[src/rtl/serial_add_ctrl_if.sv]
// Operation request/result bus of serial_add_ctrl plus its link to the external 4-bit adder slice.
// slave = sequencer side, master = requester/slice side.
interface serial_add_ctrl_if #(
  parameter int WIDTH = 32
);
  logic             start;
  logic             sub;
  logic [WIDTH-1:0] a;
  logic [WIDTH-1:0] b;
  logic             busy;
  logic             done;
  logic [WIDTH-1:0] result;
  logic             cout;
  logic             ovf;
  logic [3:0]       slice_a;
  logic [3:0]       slice_b;
  logic             slice_ci;
  logic [3:0]       slice_s;
  logic             slice_co;

  modport slave (
    input  start, sub, a, b, slice_s, slice_co,
    output busy, done, result, cout, ovf, slice_a, slice_b, slice_ci
  );

  modport master (
    output start, sub, a, b, slice_s, slice_co,
    input  busy, done, result, cout, ovf, slice_a, slice_b, slice_ci
  );
endinterface

[src/rtl/serial_add_ctrl.sv]
// Nibble-serial add/subtract over one external 4-bit adder slice: WIDTH/4 RUN cycles, done at cycle NIB+1.
// No backpressure: start is only sampled while idle and is dropped (never queued) while busy.
module serial_add_ctrl #(
  parameter int WIDTH = 32
) (
  input  logic              clk,
  input  logic              rst,
  serial_add_ctrl_if.slave  bus
);

  localparam int NIB  = WIDTH / 4;
  localparam int IDXW = (NIB > 1) ? $clog2(NIB) : 1;
  localparam logic [IDXW-1:0] LAST_IDX = IDXW'(NIB - 1);

  typedef enum logic [1:0] {
    IDLE = 2'd0,
    RUN  = 2'd1,
    DONE = 2'd2
  } state_t;

  state_t           state;
  state_t           state_nx;
  logic             accept;
  logic             last;
  logic             in_run;

  logic [WIDTH-1:0] a_r;
  logic [WIDTH-1:0] b_r;
  logic             carry_r;
  logic [IDXW-1:0]  idx;
  logic [WIDTH-1:0] acc;
  logic [WIDTH-1:0] acc_nx;
  logic [3:0]       nib_a;
  logic [3:0]       nib_b;

  logic [WIDTH-1:0] result_r;
  logic             cout_r;
  logic             ovf_r;
  logic             ovf_nx;

  always_ff @(posedge clk) begin
    if (rst) begin
      state <= IDLE;
    end else begin
      state <= state_nx;
    end
  end

  always_comb begin
    state_nx = state;
    accept   = 1'b0;
    last     = (idx == LAST_IDX);
    in_run   = (state == RUN);
    case (state)
      IDLE: begin
        if (bus.start) begin
          accept   = 1'b1;
          state_nx = RUN;
        end
      end
      RUN: begin
        if (last) begin
          state_nx = DONE;
        end
      end
      DONE: begin
        state_nx = IDLE;
      end
      default: begin
        state_nx = IDLE;
      end
    endcase
  end

  // Nibble select of the operands and the accumulator write-back for the current step.
  always_comb begin
    nib_a  = 4'b0;
    nib_b  = 4'b0;
    acc_nx = acc;
    for (int i = 0; i < NIB; i++) begin
      if (idx == IDXW'(i)) begin
        nib_a            = a_r[4*i +: 4];
        nib_b            = b_r[4*i +: 4];
        acc_nx[4*i +: 4] = bus.slice_s;
      end
    end
  end

  // Operands share the sign bit with the slice result of the top nibble.
  assign ovf_nx = (a_r[WIDTH-1] == b_r[WIDTH-1]) & (bus.slice_s[3] != a_r[WIDTH-1]);

  always_ff @(posedge clk) begin
    if (rst) begin
      a_r      <= '0;
      b_r      <= '0;
      carry_r  <= 1'b0;
      idx      <= '0;
      acc      <= '0;
      result_r <= '0;
      cout_r   <= 1'b0;
      ovf_r    <= 1'b0;
    end else if (accept) begin
      a_r     <= bus.a;
      b_r     <= bus.sub ? ~bus.b : bus.b;
      carry_r <= bus.sub;
      idx     <= '0;
    end else if (in_run) begin
      acc     <= acc_nx;
      carry_r <= bus.slice_co;
      idx     <= last ? '0 : idx + IDXW'(1);
      if (last) begin
        result_r <= acc_nx;
        cout_r   <= bus.slice_co;
        ovf_r    <= ovf_nx;
      end
    end
  end

  assign bus.slice_a  = in_run ? nib_a : 4'b0;
  assign bus.slice_b  = in_run ? nib_b : 4'b0;
  assign bus.slice_ci = in_run ? carry_r : 1'b0;

  assign bus.busy   = (state != IDLE);
  assign bus.done   = (state == DONE);
  assign bus.result = result_r;
  assign bus.cout   = cout_r;
  assign bus.ovf    = ovf_r;

endmodule

[src/flat_wrapper.sv]
// flat-port wrapper written by rule: the top's interface ports become plain ports
module serial_add_ctrl_flat 
#(
  parameter int WIDTH = 32
)
  (clk, rst, bus_start, bus_sub, bus_a, bus_b, bus_slice_s, bus_slice_co, bus_busy, bus_done, bus_result, bus_cout, bus_ovf, bus_slice_a, bus_slice_b, bus_slice_ci);
  serial_add_ctrl_if #(.WIDTH(WIDTH)) bus_i ();
  input  logic clk;
  input  logic rst;
  input wire logic [$bits(bus_i.start)-1:0] bus_start;
  input wire logic [$bits(bus_i.sub)-1:0] bus_sub;
  input wire logic [$bits(bus_i.a)-1:0] bus_a;
  input wire logic [$bits(bus_i.b)-1:0] bus_b;
  input wire logic [$bits(bus_i.slice_s)-1:0] bus_slice_s;
  input wire logic [$bits(bus_i.slice_co)-1:0] bus_slice_co;
  output wire logic [$bits(bus_i.busy)-1:0] bus_busy;
  output wire logic [$bits(bus_i.done)-1:0] bus_done;
  output wire logic [$bits(bus_i.result)-1:0] bus_result;
  output wire logic [$bits(bus_i.cout)-1:0] bus_cout;
  output wire logic [$bits(bus_i.ovf)-1:0] bus_ovf;
  output wire logic [$bits(bus_i.slice_a)-1:0] bus_slice_a;
  output wire logic [$bits(bus_i.slice_b)-1:0] bus_slice_b;
  output wire logic [$bits(bus_i.slice_ci)-1:0] bus_slice_ci;
  assign bus_i.start = bus_start;
  assign bus_i.sub = bus_sub;
  assign bus_i.a = bus_a;
  assign bus_i.b = bus_b;
  assign bus_i.slice_s = bus_slice_s;
  assign bus_i.slice_co = bus_slice_co;
  assign bus_busy = bus_i.busy;
  assign bus_done = bus_i.done;
  assign bus_result = bus_i.result;
  assign bus_cout = bus_i.cout;
  assign bus_ovf = bus_i.ovf;
  assign bus_slice_a = bus_i.slice_a;
  assign bus_slice_b = bus_i.slice_b;
  assign bus_slice_ci = bus_i.slice_ci;
  serial_add_ctrl #(.WIDTH(WIDTH)) u_core (.clk(clk), .rst(rst), .bus(bus_i));
endmodule
[config.mk]
export PLATFORM = sky130hd
export DESIGN_NAME = serial_add_ctrl_flat
export DESIGN_NICKNAME = d
export VERILOG_FILES = /design/src/rtl/serial_add_ctrl_if.sv /design/src/rtl/serial_add_ctrl.sv /design/src/flat_wrapper.sv
export SDC_FILE = /design/constraint.sdc
export NUM_CORES = 1
export LEC_CHECK = 0
export ABC_CLOCK_PERIOD_IN_PS = 5000
export CAP_MARGIN = 20
export CORE_ASPECT_RATIO = 1.4
export CORE_UTILIZATION = 56
export CTS_CLUSTER_DIAMETER = 50
export DETAILED_ROUTE_END_ITERATION = 10
export PLACE_DENSITY = 0.86
export SYNTH_ARGS = -nofsm -noshare
export SYNTH_HDL_FRONTEND = slang
export SYNTH_SLANG_ARGS = --single-unit
[constraint.sdc]
create_clock -name clk -period 5 [get_ports clk]
set_input_delay 0.5 -clock clk [delete_from_list [all_inputs] [get_ports clk]]
set_output_delay 0.5 -clock clk [all_outputs]
set_load 0.01 [all_outputs]
==> results of run 1 <==
-- area by class of cell --
type | count | area, µm² | area share
well taps | 138 | 173 | 0.0225
flip-flops and latches | 132 | 2640 | 0.345
multi-input cells | 495 | 2970 | 0.388
inverters | 12 | 45.0 | 0.00588
clock inverters | 9 | 126 | 0.0165
repair buffers | 122 | 1220 | 0.159
clock buffers | 23 | 478 | 0.0624
-- power by group --
group          switching, mW  internal (mW)  leakage (nW)
logic                  0.155          0.135          1.29
clock network          0.446          0.820         0.297
registers             0.0285           1.10          1.08
-- cell families (layout without fill, tap and decap cells) --
family | after synthesis | count (layout) | synth area share
AO/OA/AOI/OAI | 163 | 163 | 0.188
flip-flops | 132 | 132 | 0.438
adder cells (fa/ha/maj) | 6 | 6 | 0.0125
XOR/XNOR | 32 | 32 | 0.0465
AND/OR/NAND/NOR | 254 | 254 | 0.180
buffers and inverters | 82 | 166 | 0.0685
multiplexers | 40 | 40 | 0.0664
-- critical path, stage by stage (launching register included) --
cell,delay (ps)
dfxtp_1,390
ha_1,210
ha_1,640
or2_0,480
a221oi_1,140
a311oi_1,460
o21ai_1,120
clkdlybuf4s50_1,500
-- final timing paths --
path,from,to,depth (start not counted)
setup / recovery,u_core.idx[1]$_SDFFE_PP0P_,bus_slice_a[0],7
hold / removal,u_core.a_r[8]$_SDFFE_PP0P_,u_core.a_r[8]$_SDFFE_PP0P_,2
setup reg to reg,u_core.idx[0]$_SDFFE_PP0P_,u_core.acc[9]$_SDFFE_PP0P_,6
hold reg to reg,u_core.a_r[8]$_SDFFE_PP0P_,u_core.a_r[8]$_SDFFE_PP0P_,2
-- metrics by stage --
stage / utilization / total power [mW] / hold WS (ps) / setup slack (ps)
final: 0.736 / 2.68 / 455 / 1160
after global routing: 0.736 / 2.76 / 474 / 929
after CTS: 0.733 / 2.68 / 454 / 1180
after detailed placement: 0.675 / 1.43 / 447 / 1640
after global placement: 0.675 / 1.42 / 442 / 1820
after floorplan: - / 1.33 / 433 / 2590
-- layer usage --
metal / routed length (µm) / vias to the layer above / track usage
met5: 0 / - / 0
met4: 529 / 0 / 0.128
met3: 779 / 55 / 0.0755
met2: 7450 / 196 / 0.460
met1: 5790 / 2472 / 0.305
li1: - / 2571 / -
-- sequential cells by signal, summed over array words and instances, names as in the netlist --
| register | count |
|---|---|
| u_core.a_r | 32 |
| u_core.b_r | 32 |
| u_core.bus.result | 32 |
| u_core.acc | 28 |
| u_core.idx | 3 |
| u_core.state | 2 |
| u_core.bus.cout | 1 |
| u_core.bus.ovf | 1 |
| u_core.carry_r | 1 |
-- cell usage after synthesis, drive strengths merged --
cell     count  share of area
nand3       19          0.016
and2b        1         0.0012
ha           6          0.012
and2         6         0.0066
mux2i       40          0.066
xnor2       28          0.041
a21oi       67          0.056
clkbuf      31          0.020
o21ai       17          0.014
nor2b        4         0.0046
buf         39          0.041
nor3b        1         0.0012
a211oi      49          0.062
nor3         3         0.0025
a311oi      21          0.043
inv         11         0.0069
nand2b       1         0.0010
nor2        95          0.059
nand3b      16          0.020
nand2      107          0.067
clkinv       1        0.00062
or2          1         0.0010
a2111oi      1         0.0017
a221oi       8          0.012
xor2         4         0.0058
dfxtp      132           0.44
==> run_results.csv, run 1 <==
group,metric,value,unit
outcome,status,"complete, no violations",
setup_path,critPathKind,"flop to output port",
timing,skew,10.8,ps
timing,hold_violations,0,
route,vias_per_cell,5.69,
final_layout,final_common_cell,"dfxtp_1",
place,place_congestion,0.949,
route,ant_nets,0,
grt,grt_util_all_layers,0.271,
place,place_area,0.00703,mm²
floorplanning,start_util,0.579,
grt,gr-total-overflow,0,
timing,slew_headroom,0.309,
yosys,synthesis.area,0.00603,mm²
timing,rsz0062_at_grt,"false",
yosys,synthCells,709,
yosys,syn_avg_cell_area,8.50,µm²
clocking,cts_setup_buffers,0,
place,io_buffers,117,
route,vias,5294,
timing,setup_violations,0,
floorplanning,ios,118,
final_layout,fill_cells,717,
setup_path,cp.arrival,3340,ps
clocking,cts_root_buffer,"clkbuf_16",
setup_path,worstSetupStartpointType,"flop",
final_layout,final_cell_mix,"dfxtp_1, clkdlybuf4s50_1, nand2_1",
run,drv_cap,0,
floorplanning,fp.dieArea,0.0112,mm²
yosys,yosysSeqAreaShare,0.438,
final_layout,area_growth,27.1,%
floorplanning,num_rows,44,
timing,slew_violations,0,
pwr,power_density,350,mW/mm²
grt,grt_pass1_wl,23.5,mm
floorplanning,core,0.0104,mm²
yosys,ys_types,35,
grt,grt_pass1_vias,5047,
place,dp_hpwl,9.79,mm
route,drtPass1Iterations,5,
final_layout,fin_area,0.00766,mm²
timing,fmax,261,MHz
clocking,h-tree-depth,4,
yosys,ys_ff_latch,132,
final_layout,nets,859,
worst_hold_path,hp-class,"flop to flop",
grt,grt_max_degree,89,
setup_path,end_kind,"output port",
final_layout,drive_above_1_share,0.0656,
clocking,cts_tree,"yes",
yosys,synthesis.nets,788,
timing,finalCritPeriodShare,0.768,
route,wire_per_inst,15.6,µm
setup_path,rrSetupSlack,2350,ps
clocking,numCtsBuffers,17,
yosys,yosysWarnings,0,
clocking,clkTransAtPathRegs,60,ps
floorplanning,die_y,125,µm
clocking,cts.sinks,132,
final_layout,stdcell_count,931,
route,drt_iter0_markers,332,
route,finalWirelength,14.5,mm
pwr,ir_drop,0.264,mV
timing,final_period_minus_worst_setup_slack,3840,ps
timing,worst_pin_slew,1040,ps
timing,fin_setup_tns,0,ps
clocking,worstSkewPairLatency,430,ps
route,drc,0,
clocking,cts.path.max_buffers,2,
grt,antenna_found_initial,0,
clocking,hold_buffers,0,
setup_path,required,4500,ps
place,dp_cells,898,
setup_path,cp_max_fo,18,
floorplanning,die_w,89.7,µm
clocking,cts.repair.resized,0,
pwr,leakagePower,2.66,nW
final_layout,n_antenna_cell,0,
Note: power is estimated with default switching activity, not from simulation.
==> run 2: changes to the inputs <==
- ABC_CLOCK_PERIOD_IN_PS: 5000 -> 3400
- CORE_UTILIZATION: 56 -> 47
- PLACE_DENSITY: 0.86 -> 0.78
- clock period: 5 -> 3.4 ns (I/O delays scaled with it)
==> run 2 against run 1 <==
  * The flow now finishes with violations (DRC)
  * Clock-buffer cell count is 2 lower
  * Die area is 19% higher
  * First-iteration DRC count is 4.5% lower
  * Combinational power is 49% higher
  * Non-clock buffer count is 6 higher
  * Via count is 0.53% higher
  * Hold slack worse by 97 ps
  * Worst setup slack worse by 1000 ps
  * Global-route usage is 4.5 points lower
  * Core utilization is 11 points lower
  * Sequential share of layout area is 0.52 points lower
==> run_results.csv, run 2 (same netlist as run 1, synthesis figures left out) <==
group,metric,value,unit
clocking,cts_setup_buffers,0,
floorplanning,die_w,97.7,µm
run,drv_cap,0,
timing,holdWs,358,ps
route,wire_per_inst,15.7,µm
setup_path,cp_max_fo,9,
clocking,worstSkewPairLatency,420,ps
floorplanning,die_y,136,µm
pwr,power_density,524,mW/mm²
final_layout,final_common_cell,"dfxtp_1",
clocking,cts_root_buffer,"clkbuf_16",
clocking,h-tree-depth,4,
setup_path,cp.arrival,2950,ps
setup_path,required,3060,ps
place,dp_hpwl,10.4,mm
timing,final_period_minus_worst_setup_slack,3290,ps
timing,worst_pin_slew,850,ps
timing,fmax,304,MHz
final_layout,final_cell_mix,"dfxtp_1, clkdlybuf4s50_1, nand2_1",
timing,skew,8.57,ps
final_layout,multi_input_area,0.00298,mm²
setup_path,critPathKind,"flop to output port",
floorplanning,start_util,0.485,
final_layout,stdcell_count,949,
timing,slew_violations,0,
clocking,clkTransAtPathRegs,60,ps
setup_path,end_kind,"output port",
outcome,violations,"DRC",
grt,antenna_found_initial,0,
grt,grt_pass1_wl,23.7,mm
final_layout,drive_above_1_share,0.0801,
pwr,power.total,4.08,mW
floorplanning,core,0.0124,mm²
final_layout,nets,865,
grt,grt_util_all_layers,0.227,
route,drtPass1Iterations,9,
pwr,ir_drop,0.359,mV
floorplanning,ios,118,
route,vias,5322,
place,place_congestion,0.885,
route,vias_per_cell,5.61,
worst_hold_path,hp-class,"primary input to flop",
timing,setup_violations,0,
final_layout,fill_cells,1036,
grt,grt_pass1_vias,5053,
floorplanning,num_rows,48,
route,finalWirelength,14.9,mm
clocking,cts_tree,"yes",
route,drc,16,
timing,finalCritPeriodShare,0.966,
place,dp_cells,917,
final_layout,final_util,0.626,
final_layout,regArea,0.00264,mm²
clocking,cts.sinks,132,
final_layout,n_antenna_cell,0,
timing,hold_violations,0,
setup_path,worstSetupStartpointType,"flop",
timing,fin_setup_tns,0,ps
route,drt_iter0_markers,317,
clocking,cts.path.max_buffers,2,
grt,gr-total-overflow,0,
grt,grt_max_degree,48,
route,ant_nets,0,
final_layout,area_growth,29.0,%
outcome,status,"finished with violations",
timing,slew_headroom,0.433,
pwr,leakagePower,2.71,nW
floorplanning,fp.dieArea,0.0133,mm²
timing,rsz0062_at_grt,"false",
clocking,numCtsBuffers,17,
place,io_buffers,117,
## run 2: changes by cell type in the layout (fill, tap and decap cells not counted)
| cell | before | now |
|---|---|---|
| clkbuf_8 | 3 | 4 |
| ha_1 | 6 | 3 |
| clkinvlp_4 | 1 | 3 |
| bufinv_16 | 3 | 4 |
| clkbuf_1 | 3 | 0 |
| clkinv_4 | 1 | 3 |
| clkinv_2 | 4 | 1 |
| ha_2 | 0 | 3 |
| buf_4 | 5 | 11 |
## run 2: power breakdown
group | total [mW] | internal, mW | switching, mW
combinational | 0.431 | 0.202 | 0.229
clock | 1.99 | 1.31 | 0.683
sequential | 1.66 | 1.61 | 0.0415
total | 4.08 | 3.12 | 0.953
## run 2: what timing repair did
action,CTS,global route
setup endpoints to repair,0,8
gates resized for setup,0,3
hold buffers,0,0
## run 2: worst max-delay path: stages, from the launching register on
cell	delay (ps)
dfxtp_1	350
clkinv_1	230
ha_1	300
or2_0	360
a221oi_1	420
a311oi_1	100
o21ai_1	200
clkdlybuf4s50_1	580
## run 2: through the flow
stage                     setup WS, ps  cell area (µm²)
after floorplan                   1150             6030
after global placement             572             7090
after detailed placement           441             7110
after CTS                         2.31             7770
after global routing              59.4             7780
final                              114             7780
## run 2: layout make-up
type	count	share of cell area
Inverter	12	0.00579
Clock buffer	21	0.0618
Timing Repair Buffer	128	0.163
Tap cell	150	0.0241
Clock inverter	11	0.0224
Multi-Input combinational cell	495	0.383
Sequential cell	132	0.340
## run 2: metal layers
layer	vias to the layer above	routed length, µm	global-route usage
li1	2595	-	-
met1	2510	5900	0.245
met2	180	7840	0.419
met3	37	683	0.0560
met4	0	447	0.100
met5	-	0	0
## run 2: worst paths after layout
| check | from | endpoint | slack (ps) | cells after the start |
|---|---|---|---|---|
| max | u_core.idx[2]$_SDFFE_PP0P_ | bus_slice_b[3] | 110 | 7 |
| min | rst | u_core.acc[10]$_SDFFE_PP0P_ | 360 | 2 |
| max reg2reg | u_core.idx[1]$_SDFFE_PP0P_ | u_core.acc[4]$_SDFFE_PP0P_ | 1030 | 7 |
| min reg2reg | u_core.bus.result[30]$_SDFFE_PP0P_ | u_core.bus.result[30]$_SDFFE_PP0P_ | 460 | 2 |
